File: src/rtl/hazard_sb_unit_pkg.sv
// combi_pkg: shared types and codes for the hazard_sb_unit slice.
//   - RES_* : 2-bit ResultSrc codes driven by the decode stage
//   - FWD_* : 2-bit forward-mux select codes driven to the E stage
//   - hz_stage_t : per-stage hazard-relevant control bits (shadow copy)
//   - hz_match() : register-equality test that honours the RV x0 rule
// Register indices are carried at HZ_IDX_W bits inside the shadow pipe so
// the struct is independent of the unit's REGW parameter (REGW <= HZ_IDX_W).
package combi_pkg;

  localparam int unsigned HZ_IDX_W = 8;
  typedef logic [HZ_IDX_W-1:0] hz_idx_t;

  localparam logic [1:0] RES_ALU  = 2'b00;
  localparam logic [1:0] RES_LOAD = 2'b01;
  localparam logic [1:0] RES_PC4  = 2'b10;

  localparam logic [1:0] FWD_RF = 2'b00;
  localparam logic [1:0] FWD_W  = 2'b01;
  localparam logic [1:0] FWD_M  = 2'b10;

  typedef struct packed {
    hz_idx_t rs1;
    hz_idx_t rs2;
    hz_idx_t rd;
    logic    regwrite;
    logic    load;
    logic    pcsrc;
  } hz_stage_t;

  // In ARM mode r0 is an ordinary register; in RISC-V mode x0 never
  // carries a dependency.
  function automatic logic hz_match(input hz_idx_t x, input hz_idx_t y,
                                    input logic arm);
    return (x == y) && (arm || (x != '0));
  endfunction

endpackage

File: src/rtl/hazard_sb_unit_if.sv
// hazard_sb_unit_if: bundle between the pipeline datapath and the hazard unit.
//   master modport : pipeline side (drives D-stage fields, redirect, memory
//                    request/ack; receives stalls, flushes, forwards).
//   slave modport  : hazard unit side.
// Memory handshake: MemReqM is high while the M-stage instruction has an
// access in flight; MemAckM high in the same cycle completes it. A cycle
// with MemReqM=1 and MemAckM=0 is a wait cycle; MemReqM=1 with MemAckM=1
// is a completion (zero-wait when it is the first cycle of the access).
// wait_cnt exposes the internal wait counter for observation.
interface hazard_sb_unit_if #(
  parameter int REGW = 5,
  parameter int LATW = 4
);
  logic            arm;
  logic [REGW-1:0] Rs1D;
  logic [REGW-1:0] Rs2D;
  logic [REGW-1:0] RdD;
  logic            RegWriteD;
  logic [1:0]      ResultSrcD;
  logic            PCSrcD;
  logic            RedirectE;
  logic            MemReqM;
  logic            MemAckM;

  logic            StallF;
  logic            StallD;
  logic            StallE;
  logic            StallM;
  logic            FlushD;
  logic            FlushE;
  logic            FlushW;
  logic [1:0]      ForwardAE;
  logic [1:0]      ForwardBE;
  logic            MemTimeout;
  logic [LATW-1:0] wait_cnt;

  modport master (
    output arm, Rs1D, Rs2D, RdD, RegWriteD, ResultSrcD, PCSrcD,
           RedirectE, MemReqM, MemAckM,
    input  StallF, StallD, StallE, StallM, FlushD, FlushE, FlushW,
           ForwardAE, ForwardBE, MemTimeout, wait_cnt
  );

  modport slave (
    input  arm, Rs1D, Rs2D, RdD, RegWriteD, ResultSrcD, PCSrcD,
           RedirectE, MemReqM, MemAckM,
    output StallF, StallD, StallE, StallM, FlushD, FlushE, FlushW,
           ForwardAE, ForwardBE, MemTimeout, wait_cnt
  );
endinterface

File: src/rtl/hazard_sb_unit_shadow_pipe.sv
// hz_shadow_pipe: E/M/W shadow copies of hazard-relevant control.
// Ports:
//   clk, rst          : clock, synchronous active-high reset (clears all)
//   stage_d           : D-stage fields as decoded this cycle
//   stall_e, flush_e  : hold / bubble the E shadow register
//   stall_m           : hold both E->M and M->W advance
//   flush_w           : bubble into the W shadow register
//   stage_e/m/w       : registered shadow state
module hz_shadow_pipe
  import combi_pkg::*;
(
  input  logic      clk,
  input  logic      rst,
  input  hz_stage_t stage_d,
  input  logic      stall_e,
  input  logic      flush_e,
  input  logic      stall_m,
  input  logic      flush_w,
  output hz_stage_t stage_e,
  output hz_stage_t stage_m,
  output hz_stage_t stage_w
);

  always_ff @(posedge clk) begin
    if (rst) begin
      stage_e <= '0;
      stage_m <= '0;
      stage_w <= '0;
    end else begin
      // Flush takes priority over hold so a bubble is never masked.
      if (flush_e) begin
        stage_e <= '0;
      end else if (!stall_e) begin
        stage_e <= stage_d;
      end

      if (!stall_m) begin
        stage_m <= stage_e;
      end

      // During a memory wait M is held and W receives a bubble, so the
      // retiring instruction is written back exactly once.
      if (flush_w) begin
        stage_w <= '0;
      end else if (!stall_m) begin
        stage_w <= stage_m;
      end
    end
  end

endmodule

File: src/rtl/hazard_sb_unit.sv
// hazard_sb_unit: hazard unit for the dual-ISA (ARM/RISC-V) 5-stage pipeline.
// Tracks E/M/W control in its own shadow pipe so the datapath only drives
// D-stage fields, and resolves forwarding, load-use, ARM PC-write, taken
// redirects and variable-latency data-memory waits.
// Parameters:
//   REGW   : register index width (ARM drives the MSB as 0)
//   LATW   : wait counter width; MemTimeout after 2**LATW-1 wait cycles
//   FWD_EN : 1 = forward from M/W, 0 = resolve every RAW hazard by stalling
// Ports:
//   clk, rst : clock, synchronous active-high reset
//   hz       : hazard_sb_unit_if.slave (D fields, redirect, memory
//              req/ack in; stalls, flushes, forwards, timeout, wait_cnt out)
// All hazard outputs are combinational from shadow state and inputs.
module hazard_sb_unit
  import combi_pkg::*;
#(
  parameter int REGW   = 5,
  parameter int LATW   = 4,
  parameter int FWD_EN = 1
) (
  input logic             clk,
  input logic             rst,
  hazard_sb_unit_if.slave hz
);

  localparam logic [LATW-1:0] CNT_MAX = '1;

  hz_stage_t stage_d;
  hz_stage_t stage_e;
  hz_stage_t stage_m;
  hz_stage_t stage_w;

  logic mem_stall;
  logic ld_stall;
  logic pc_pend;
  logic pc_w;

  logic       stall_f;
  logic       stall_d;
  logic       stall_e;
  logic       stall_m;
  logic       flush_d;
  logic       flush_e;
  logic       flush_w;
  logic [1:0] fwd_a;
  logic [1:0] fwd_b;

  logic [LATW-1:0] cnt_q;
  logic [LATW-1:0] cnt_d;
  logic            timeout_q;

  // Earlier stage p writes a register the D instruction reads.
  function automatic logic reads_dest(input hz_stage_t p, input hz_stage_t d,
                                      input logic arm);
    return p.regwrite &&
           (hz_match(p.rd, d.rs1, arm) || hz_match(p.rd, d.rs2, arm));
  endfunction

  // Youngest producer wins: M ahead of W.
  function automatic logic [1:0] fwd_sel(input hz_idx_t rs,
                                         input hz_stage_t m,
                                         input hz_stage_t w,
                                         input logic arm);
    if (m.regwrite && hz_match(m.rd, rs, arm)) begin
      return FWD_M;
    end
    if (w.regwrite && hz_match(w.rd, rs, arm)) begin
      return FWD_W;
    end
    return FWD_RF;
  endfunction

  always_comb begin
    stage_d          = '0;
    stage_d.rs1      = hz_idx_t'(hz.Rs1D);
    stage_d.rs2      = hz_idx_t'(hz.Rs2D);
    stage_d.rd       = hz_idx_t'(hz.RdD);
    stage_d.regwrite = hz.RegWriteD;
    stage_d.load     = (hz.ResultSrcD == RES_LOAD);
    stage_d.pcsrc    = hz.PCSrcD;
  end

  hz_shadow_pipe u_shadow (
    .clk     (clk),
    .rst     (rst),
    .stage_d (stage_d),
    .stall_e (stall_e),
    .flush_e (flush_e),
    .stall_m (stall_m),
    .flush_w (flush_w),
    .stage_e (stage_e),
    .stage_m (stage_m),
    .stage_w (stage_w)
  );

  always_comb begin
    mem_stall = hz.MemReqM && !hz.MemAckM;

    ld_stall = stage_e.load && reads_dest(stage_e, stage_d, hz.arm);
    if (FWD_EN == 0) begin
      ld_stall = reads_dest(stage_e, stage_d, hz.arm) ||
                 reads_dest(stage_m, stage_d, hz.arm) ||
                 reads_dest(stage_w, stage_d, hz.arm);
    end

    // ARM: a PC write anywhere between D and M blocks fetch until it retires.
    pc_pend = hz.arm && (stage_d.pcsrc || stage_e.pcsrc || stage_m.pcsrc);
    pc_w    = hz.arm && stage_w.pcsrc;
  end

  always_comb begin
    stall_f = 1'b0;
    stall_d = 1'b0;
    stall_e = 1'b0;
    stall_m = 1'b0;
    flush_d = 1'b0;
    flush_e = 1'b0;
    flush_w = 1'b0;
    fwd_a   = FWD_RF;
    fwd_b   = FWD_RF;

    if (rst) begin
      flush_d = 1'b1;
      flush_e = 1'b1;
      flush_w = 1'b1;
    end else if (mem_stall) begin
      // Freeze F..M; E keeps driving RedirectE, so a taken redirect is
      // simply acted on in the release cycle without being stored here.
      stall_f = 1'b1;
      stall_d = 1'b1;
      stall_e = 1'b1;
      stall_m = 1'b1;
      flush_w = 1'b1;
    end else begin
      // Redirect flushes the D instruction, so it must not also be held;
      // StallF stays up on a load-use so the redirect target is not lost.
      stall_f = ld_stall || pc_pend;
      stall_d = ld_stall && !hz.RedirectE;
      flush_d = hz.RedirectE || pc_pend || pc_w;
      flush_e = ld_stall || hz.RedirectE;
    end

    if (!rst && (FWD_EN != 0)) begin
      fwd_a = fwd_sel(stage_e.rs1, stage_m, stage_w, hz.arm);
      fwd_b = fwd_sel(stage_e.rs2, stage_m, stage_w, hz.arm);
    end
  end

  // Wait counter: counts consecutive wait cycles, saturates at CNT_MAX,
  // clears once the access completes or no access is in flight.
  always_comb begin
    cnt_d = '0;
    if (mem_stall) begin
      cnt_d = (cnt_q == CNT_MAX) ? cnt_q : cnt_q + LATW'(1);
    end
  end

  always_ff @(posedge clk) begin
    if (rst) begin
      cnt_q     <= '0;
      timeout_q <= 1'b0;
    end else begin
      cnt_q <= cnt_d;
      if (mem_stall && (cnt_d == CNT_MAX)) begin
        timeout_q <= 1'b1;
      end
    end
  end

  assign hz.StallF     = stall_f;
  assign hz.StallD     = stall_d;
  assign hz.StallE     = stall_e;
  assign hz.StallM     = stall_m;
  assign hz.FlushD     = flush_d;
  assign hz.FlushE     = flush_e;
  assign hz.FlushW     = flush_w;
  assign hz.ForwardAE  = fwd_a;
  assign hz.ForwardBE  = fwd_b;
  assign hz.MemTimeout = timeout_q;
  assign hz.wait_cnt   = cnt_q;

endmodule
File: src/flat_wrapper.sv
// flat-port wrapper written by rule: the top's interface ports become plain ports
module hazard_sb_unit_flat import combi_pkg::*;
#(
  parameter int REGW   = 5,
  parameter int LATW   = 4,
  parameter int FWD_EN = 1
)
  (clk, rst, hz_arm, hz_Rs1D, hz_Rs2D, hz_RdD, hz_RegWriteD, hz_ResultSrcD, hz_PCSrcD, hz_RedirectE, hz_MemReqM, hz_MemAckM, hz_StallF, hz_StallD, hz_StallE, hz_StallM, hz_FlushD, hz_FlushE, hz_FlushW, hz_ForwardAE, hz_ForwardBE, hz_MemTimeout, hz_wait_cnt);
  hazard_sb_unit_if #(.REGW(REGW), .LATW(LATW)) hz_i ();
  input logic clk;
  input logic rst;
  input wire logic [$bits(hz_i.arm)-1:0] hz_arm;
  input wire logic [$bits(hz_i.Rs1D)-1:0] hz_Rs1D;
  input wire logic [$bits(hz_i.Rs2D)-1:0] hz_Rs2D;
  input wire logic [$bits(hz_i.RdD)-1:0] hz_RdD;
  input wire logic [$bits(hz_i.RegWriteD)-1:0] hz_RegWriteD;
  input wire logic [$bits(hz_i.ResultSrcD)-1:0] hz_ResultSrcD;
  input wire logic [$bits(hz_i.PCSrcD)-1:0] hz_PCSrcD;
  input wire logic [$bits(hz_i.RedirectE)-1:0] hz_RedirectE;
  input wire logic [$bits(hz_i.MemReqM)-1:0] hz_MemReqM;
  input wire logic [$bits(hz_i.MemAckM)-1:0] hz_MemAckM;
  output wire logic [$bits(hz_i.StallF)-1:0] hz_StallF;
  output wire logic [$bits(hz_i.StallD)-1:0] hz_StallD;
  output wire logic [$bits(hz_i.StallE)-1:0] hz_StallE;
  output wire logic [$bits(hz_i.StallM)-1:0] hz_StallM;
  output wire logic [$bits(hz_i.FlushD)-1:0] hz_FlushD;
  output wire logic [$bits(hz_i.FlushE)-1:0] hz_FlushE;
  output wire logic [$bits(hz_i.FlushW)-1:0] hz_FlushW;
  output wire logic [$bits(hz_i.ForwardAE)-1:0] hz_ForwardAE;
  output wire logic [$bits(hz_i.ForwardBE)-1:0] hz_ForwardBE;
  output wire logic [$bits(hz_i.MemTimeout)-1:0] hz_MemTimeout;
  output wire logic [$bits(hz_i.wait_cnt)-1:0] hz_wait_cnt;
  assign hz_i.arm = hz_arm;
  assign hz_i.Rs1D = hz_Rs1D;
  assign hz_i.Rs2D = hz_Rs2D;
  assign hz_i.RdD = hz_RdD;
  assign hz_i.RegWriteD = hz_RegWriteD;
  assign hz_i.ResultSrcD = hz_ResultSrcD;
  assign hz_i.PCSrcD = hz_PCSrcD;
  assign hz_i.RedirectE = hz_RedirectE;
  assign hz_i.MemReqM = hz_MemReqM;
  assign hz_i.MemAckM = hz_MemAckM;
  assign hz_StallF = hz_i.StallF;
  assign hz_StallD = hz_i.StallD;
  assign hz_StallE = hz_i.StallE;
  assign hz_StallM = hz_i.StallM;
  assign hz_FlushD = hz_i.FlushD;
  assign hz_FlushE = hz_i.FlushE;
  assign hz_FlushW = hz_i.FlushW;
  assign hz_ForwardAE = hz_i.ForwardAE;
  assign hz_ForwardBE = hz_i.ForwardBE;
  assign hz_MemTimeout = hz_i.MemTimeout;
  assign hz_wait_cnt = hz_i.wait_cnt;
  hazard_sb_unit #(.REGW(REGW), .LATW(LATW), .FWD_EN(FWD_EN)) u_core (.clk(clk), .rst(rst), .hz(hz_i));
endmodule
File: config.mk
export PLATFORM = sky130hd
export DESIGN_NAME = hazard_sb_unit_flat
export DESIGN_NICKNAME = d
export VERILOG_FILES = /design/src/rtl/hazard_sb_unit_pkg.sv /design/src/rtl/hazard_sb_unit_if.sv /design/src/rtl/hazard_sb_unit_shadow_pipe.sv /design/src/rtl/hazard_sb_unit.sv /design/src/flat_wrapper.sv
export SDC_FILE = /design/constraint.sdc
export NUM_CORES = 1
export LEC_CHECK = 0
export CAP_MARGIN = 40
export CORE_AREA = 8 8 55 103
export DETAILED_ROUTE_END_ITERATION = 10
export DIE_AREA = 0 0 63 111
export PLACE_DENSITY = 0.84
export SYNTH_ARGS = -nofsm -noshare
export SYNTH_HDL_FRONTEND = slang
export SYNTH_SLANG_ARGS = --single-unit
export TNS_END_PERCENT = 10
File: constraint.sdc
create_clock -name clk -period 1.4 [get_ports clk]
set_input_delay 0.14 -clock clk [delete_from_list [all_inputs] [get_ports clk]]
set_output_delay 0.14 -clock clk [all_outputs]
set_load 0.01 [all_outputs]
# After elaboration in Yosys (flattened, before gate mapping)
# Index checks and enable logic that the tools add are counted.
# Widths: inputs -> output; s select.
dict set report word_totals {
  register_bits 37
  latch_bits 0
  ram_bits 0
  mem_bits_ro 0
  in_bits 25
  out_inout_bits 16
  wordCells 91
  mem_count 0
}
dict set report op_classes {
  add_sub_neg 1
  multipliers 0
  n_div 0
  n_lt_le_gt_ge 0
  eq_ne 9
  shift 0
  n_mux 33
  bitwise 0
  reduce_logical 34
}
# operator n
set op_table {}
lappend op_table {{$eq 5x5->1} 6}
lappend op_table {{$reduce_bool 8->1} 3}
lappend op_table {{$mux 1} 21}
lappend op_table {{$mux 2} 10}
lappend op_table {{$logic_and 1x1->1} 17}
lappend op_table {{$logic_or 1x1->1} 10}
lappend op_table {{$eq 4x4->1 const B} 2}
lappend op_table {{$mux 4} 2}
lappend op_table {{$add 4x1->4 const B} 1}
lappend op_table {{$reduce_or 2->1} 2}
lappend op_table {{$eq 2x1->1 const B} 1}
lappend op_table {{$logic_not 1->1} 2}

# Logic depth before layout (Yosys ltp)
dict set report logic_depth {
  depth_word 11
  depth_mapped 6
  ltp_nobuf 6
}

# Cells and area by module
# Synthesis repeated with hierarchy kept, for this count alone.
dict set report hier_totals {
  hier_cells 386
  area_unflattened_um2 3860.0
}
# module instances cells_per_inst area_each_um2 seq_area_each_um2
set by_module_without_submodules {}
lappend by_module_without_submodules {hz_shadow_pipe 1 263 2944.1 1621.6}
lappend by_module_without_submodules {hazard_sb_unit 1 123 915.9 100.1}

# Least setup slack after synthesis
# Ideal clock, no wire load.
dict set report synth_path {
  path_type {register -> output}
  start {register, netlist name u_core.u_shadow.stage_m[6]}
  end {output hz_ForwardAE[0]}
  arrival_time_ns 1.448
  required_time_ns 1.260
  path_slack_ns -0.188
  stages_incl_launch_ff 6
  path_buffers 0
  cell_sequence {dfxtp_1 or4_1 o31ai_2 nor4_1 nand3_2 and4_1}
}
dict set report synth_between {
  elab_chain_cells 8
}
# element line
set synth_rtl {}
lappend synth_rtl {{$reduce_bool 8->1} hazard_sb_unit_pkg.sv:34} ;# return (x == y) && (arm || (x != '0));
lappend synth_rtl {{$logic_or 1x1->1} hazard_sb_unit_pkg.sv:34}
lappend synth_rtl {{$logic_and 1x1->1 *} hazard_sb_unit_pkg.sv:34}
lappend synth_rtl {{$logic_and 1x1->1 *} hazard_sb_unit.sv:64} ;# if (m.regwrite && hz_match(m.rd, rs, arm)) begin
lappend synth_rtl {{$mux 1 *} hazard_sb_unit.sv:64}
lappend synth_rtl {{$mux 1 *} hazard_sb_unit.sv:143} ;# if (!rst && (FWD_EN != 0)) begin
lappend synth_rtl {{$mux 2 *} hazard_sb_unit.sv:67} ;# if (w.regwrite && hz_match(w.rd, rs, arm)) begin
lappend synth_rtl {{$mux 2 *} hazard_sb_unit.sv:143}
lappend synth_rtl {{end: declaration} flat_wrapper.sv:29} ;# output wire logic [$bits(hz_i.ForwardAE)-1:0] hz_ForwardAE;
# Every way passes the cells marked *; elsewhere a longest branch is shown, timed or not. The select of a mux whose other input is x is not followed.

# Worst setup path after layout
dict set report layout_path {
  start {register, netlist name u_core.u_shadow.stage_m[6]}
  end {output hz_ForwardBE[0]}
}
dict set report layout_between {
  elab_chain_cells 8
}
# element line
set layout_rtl {}
lappend layout_rtl {{$reduce_bool 8->1} hazard_sb_unit_pkg.sv:34}
lappend layout_rtl {{$logic_or 1x1->1} hazard_sb_unit_pkg.sv:34}
lappend layout_rtl {{$logic_and 1x1->1 *} hazard_sb_unit_pkg.sv:34}
lappend layout_rtl {{$logic_and 1x1->1 *} hazard_sb_unit.sv:64}
lappend layout_rtl {{$mux 1 *} hazard_sb_unit.sv:64}
lappend layout_rtl {{$mux 1 *} hazard_sb_unit.sv:143}
lappend layout_rtl {{$mux 2 *} hazard_sb_unit.sv:67}
lappend layout_rtl {{$mux 2 *} hazard_sb_unit.sv:143}
lappend layout_rtl {{end: declaration} flat_wrapper.sv:30} ;# output wire logic [$bits(hz_i.ForwardBE)-1:0] hz_ForwardBE;
# Marked as above.

==> run metrics <==
status=finished with violations; failing checks=negative setup slack; Starting DRT DRC Count=87; Die Y=111 um; RD Place Congestion=0.921; CTS Buf Count=5; post-synthesis xor/xnor area fraction=14.4%; Core Area=0.00430 mm^2; Static Leak=1.33 nW; final WL=7040 um; Worst VDD drop=1.07 mV; grt total ovfl=0; WHS=398 ps; Placement Setup Slack=-988 ps; Util after Layout=70.9%; synth warn=0; switch share=24.5%; startpoint class of the critical path=register; post-route worst setup slack=-656 ps; Seq/Total Area, Yosys=39.2%; area share of the largest cell type after synthesis=39.2%; DRC Markers=0; Hold Path Sink=u_core.hz.wait_cnt[1]$_SDFF_PP0_; CP endpoint kind=output pin; CP Class=reg -> out; syn nets=229; gr busiest metal=met2; worst endpoint data arrival time=1920 ps; Tightest Hold Check Type=in -> reg; Simple-Gate Fraction of Synth Area=24.4%; Required @ worst endpoint=1260 ps; drt pass-1 iters=4; grt met3 use=2.83%; multiplexer area fraction after synthesis=1.06%; Filler cells=299; unrepaired setup endpoints after global routing=yes; adder-cell share of the synthesized area=0.662%; met1 usage=18.9%; synthesis-to-finish area growth=61.3%; initial antenna violation count=0; Tcrit/Tclk final=147%; Synth Instances=203; worst reg2reg endpoint=u_core.u_shadow.stage_e[2]$_SDFFE_PP0N_; Sinks on Clock Net=37; I/O Pins=41; fin. max-slew vios=0; Synth area leader=dfxtp_1; Clk pwr share=41.0%; R2R depth=9; hold path cells=4; Syn Area/Cell=9.31 um^2; CP Max Fanout=2; drt wl/cell=20.4 um; Initial Utilization=44.0%; max cap viols=0; via/cell ratio=5.86; final hold violations=0; H-tree depth=2; # rows=34; Worst-Margin Slew=404 ps; nets=316; Slew HR=72.7%; sequential power share=41.6%; combinational share of power=17.4%; CTS clk-pin slew, worst paths=80 ps; vias in the first global route=2094; post-detailed-placement half-perimeter wirelength=4550 um; crit path time final=2060 ps; Post-DRT Antenna Nets=0; fmax=0.486 GHz; P_int=2.04 mW; share of cells above drive strength 1=38.5%; HP Start=hz_MemReqM; ANT cells=0; reg-to-reg slack, setup=-580 ps; main combinational cell family by area after synthesis=simple AND/OR/NAND/NOR gates; Power Density=886 mW/mm^2; Worst-Skew Late Latency=290 ps; CTS Buffer Depth=2; first-pass GRT wire length=10800 um; setup TNS=-13100 ps; Net Sw Power=0.661 mW; reg-to-reg critical path startpoint=u_core.u_shadow.stage_e[5]$_SDFFE_PP0N_; PortBufs=40; mapped cell area=0.00189 mm^2; GRT Util Overall=19.4%; Root Buffer=clkbuf_8; final-report setup violation count=27; Synth Register Bits=37; Die Span X=63 um; dominant cells by area after synthesis=dfxtp_1 39%, a32o_1 9.5%, nor4b_1 8.3%; post-synthesis compound-gate area fraction=15.7%; DR vias=2022; largest net degree at the start of global routing=36; Die Area=0.00699 mm^2; Post-Route Skew=5.77 ps; CTS tree=yes; grt met2 use=36.1%; synth unique cells=35
Yosys cell counts, drive strengths merged:
master	count
nand2	19
a22o	1
o22ai	1
nand3	6
nand2b	2
ha	1
nor4	6
nor3	5
or4	2
nor4b	18
inv	2
a32o	18
and3	7
a31oi	1
clkinv	1
nor2	7
o31ai	2
dfxtp	37
nand3b	1
clkbuf	11
xor2	17
xnor2	14
buf	7
o21ai	1
mux2i	2
a21oi	9
and4	2
o2111ai	1
o311ai	1
nor2b	1
kinds of logic after synthesis:
kind of cell    after synthesis
buf+inv                      21
flops                        37
simple gates                 76
fa+ha+maj                     1
xor+xnor                     31
mux                           2
compound gates               35
placed cells by master (no fill, tap or decap), types with 3 or more instances in the layout:
cell	netlist	layout
clkbuf_8	0	5
xnor2_2	0	5
buf_4	1	51
nand2_1	19	19
nand3_2	2	3
and3_1	6	6
buf_2	3	5
a32o_1	18	17
nor4_2	0	3
nor4_1	6	3
nor2_1	7	6
nor4b_1	18	18
dfxtp_1	37	30
xnor2_1	14	9
dfxtp_2	0	5
clkdlybuf4s50_1	0	22
dlymetal6s2s_1	0	5
nand3_1	4	3
nor3_1	5	3
dlygate4sd2_1	0	3
buf_6	0	6
a21oi_1	9	8
xor2_1	17	16
area by class of cell:
type                    instances  area (um^2)  share of cell area [%]
well taps                      54         67.6                    2.22
inverters                       3         11.3                   0.369
clock buffers                   5         68.8                    2.26
repair buffers                 98          861                    28.2
multi-input cells             145         1220                    40.0
clock inverters                 3         65.1                    2.13
flip-flops and latches         37          754                    24.8
state kept, by name, summed over array words and instances, names as in the netlist:
signal and cells:
u_core.u_shadow.stage_w 7, u_core.u_shadow.stage_e 18, u_core.hz.wait_cnt 4, u_core.hz.MemTimeout 1, u_core.u_shadow.stage_m 7
per-layer routing:
metal	up-vias	routed length (um)
li1	929	-
met4	0	454
met2	94	3880
met5	-	0
met1	962	2440
met3	37	266
how the worst max path moves through the flow:
stage / from / end / slack (ps)
6_report: u_core.u_shadow.stage_m[6]$_SDFFE_PP0N_ / hz_ForwardBE[0] / -660
5_1_grt: u_core.u_shadow.stage_m[6]$_SDFFE_PP0N_ / hz_ForwardBE[0] / -750
4_1_cts: u_core.u_shadow.stage_m[6]$_SDFFE_PP0N_ / hz_ForwardAE[0] / -640
3_5_place_dp: hz_Rs2D[2] / hz_StallF / -990
3_3_place_gp: hz_Rs2D[2] / hz_StallF / -1000
2_1_floorplan: u_core.u_shadow.stage_m[5]$_SDFFE_PP0N_ / hz_ForwardBE[0] / -180
critical path, stage by stage, from the launching register on:
cell and delay [ps]:
dfxtp_1 320, or4_4 540, o31ai_4 210, buf_4 160, nor4_2 40, nand3_2 80
and4_4 200, buf_6 100
per-stage QoR:
stage                     instance area, um^2  power, mW  std cells
final                                    3050       2.70        345
after global routing                     3050       2.79        345
after CTS                                2950       2.67        343
after detailed placement                 2670       1.55        329
after global placement                   2670       1.54        329
after floorplan                          1900       1.33        203
what timing repair did:
action                     in CTS  in global routing
pin swaps                       9                  6
hold buffers                    0                  0
buffers inserted                6                  2
setup endpoints to repair      32                 32
resized for setup              69                 23
power groups by stage:
stage / Sequential (mW) / Combinational (mW) / Clock, mW
floorplan: 1.14 / 0.184 / 0
global placement: 1.14 / 0.404 / 0
detailed placement: 1.14 / 0.409 / 0
CTS: 1.12 / 0.439 / 1.11
global route: 1.13 / 0.499 / 1.16
finish: 1.12 / 0.470 / 1.11
(Power assumes the default switching activity.)
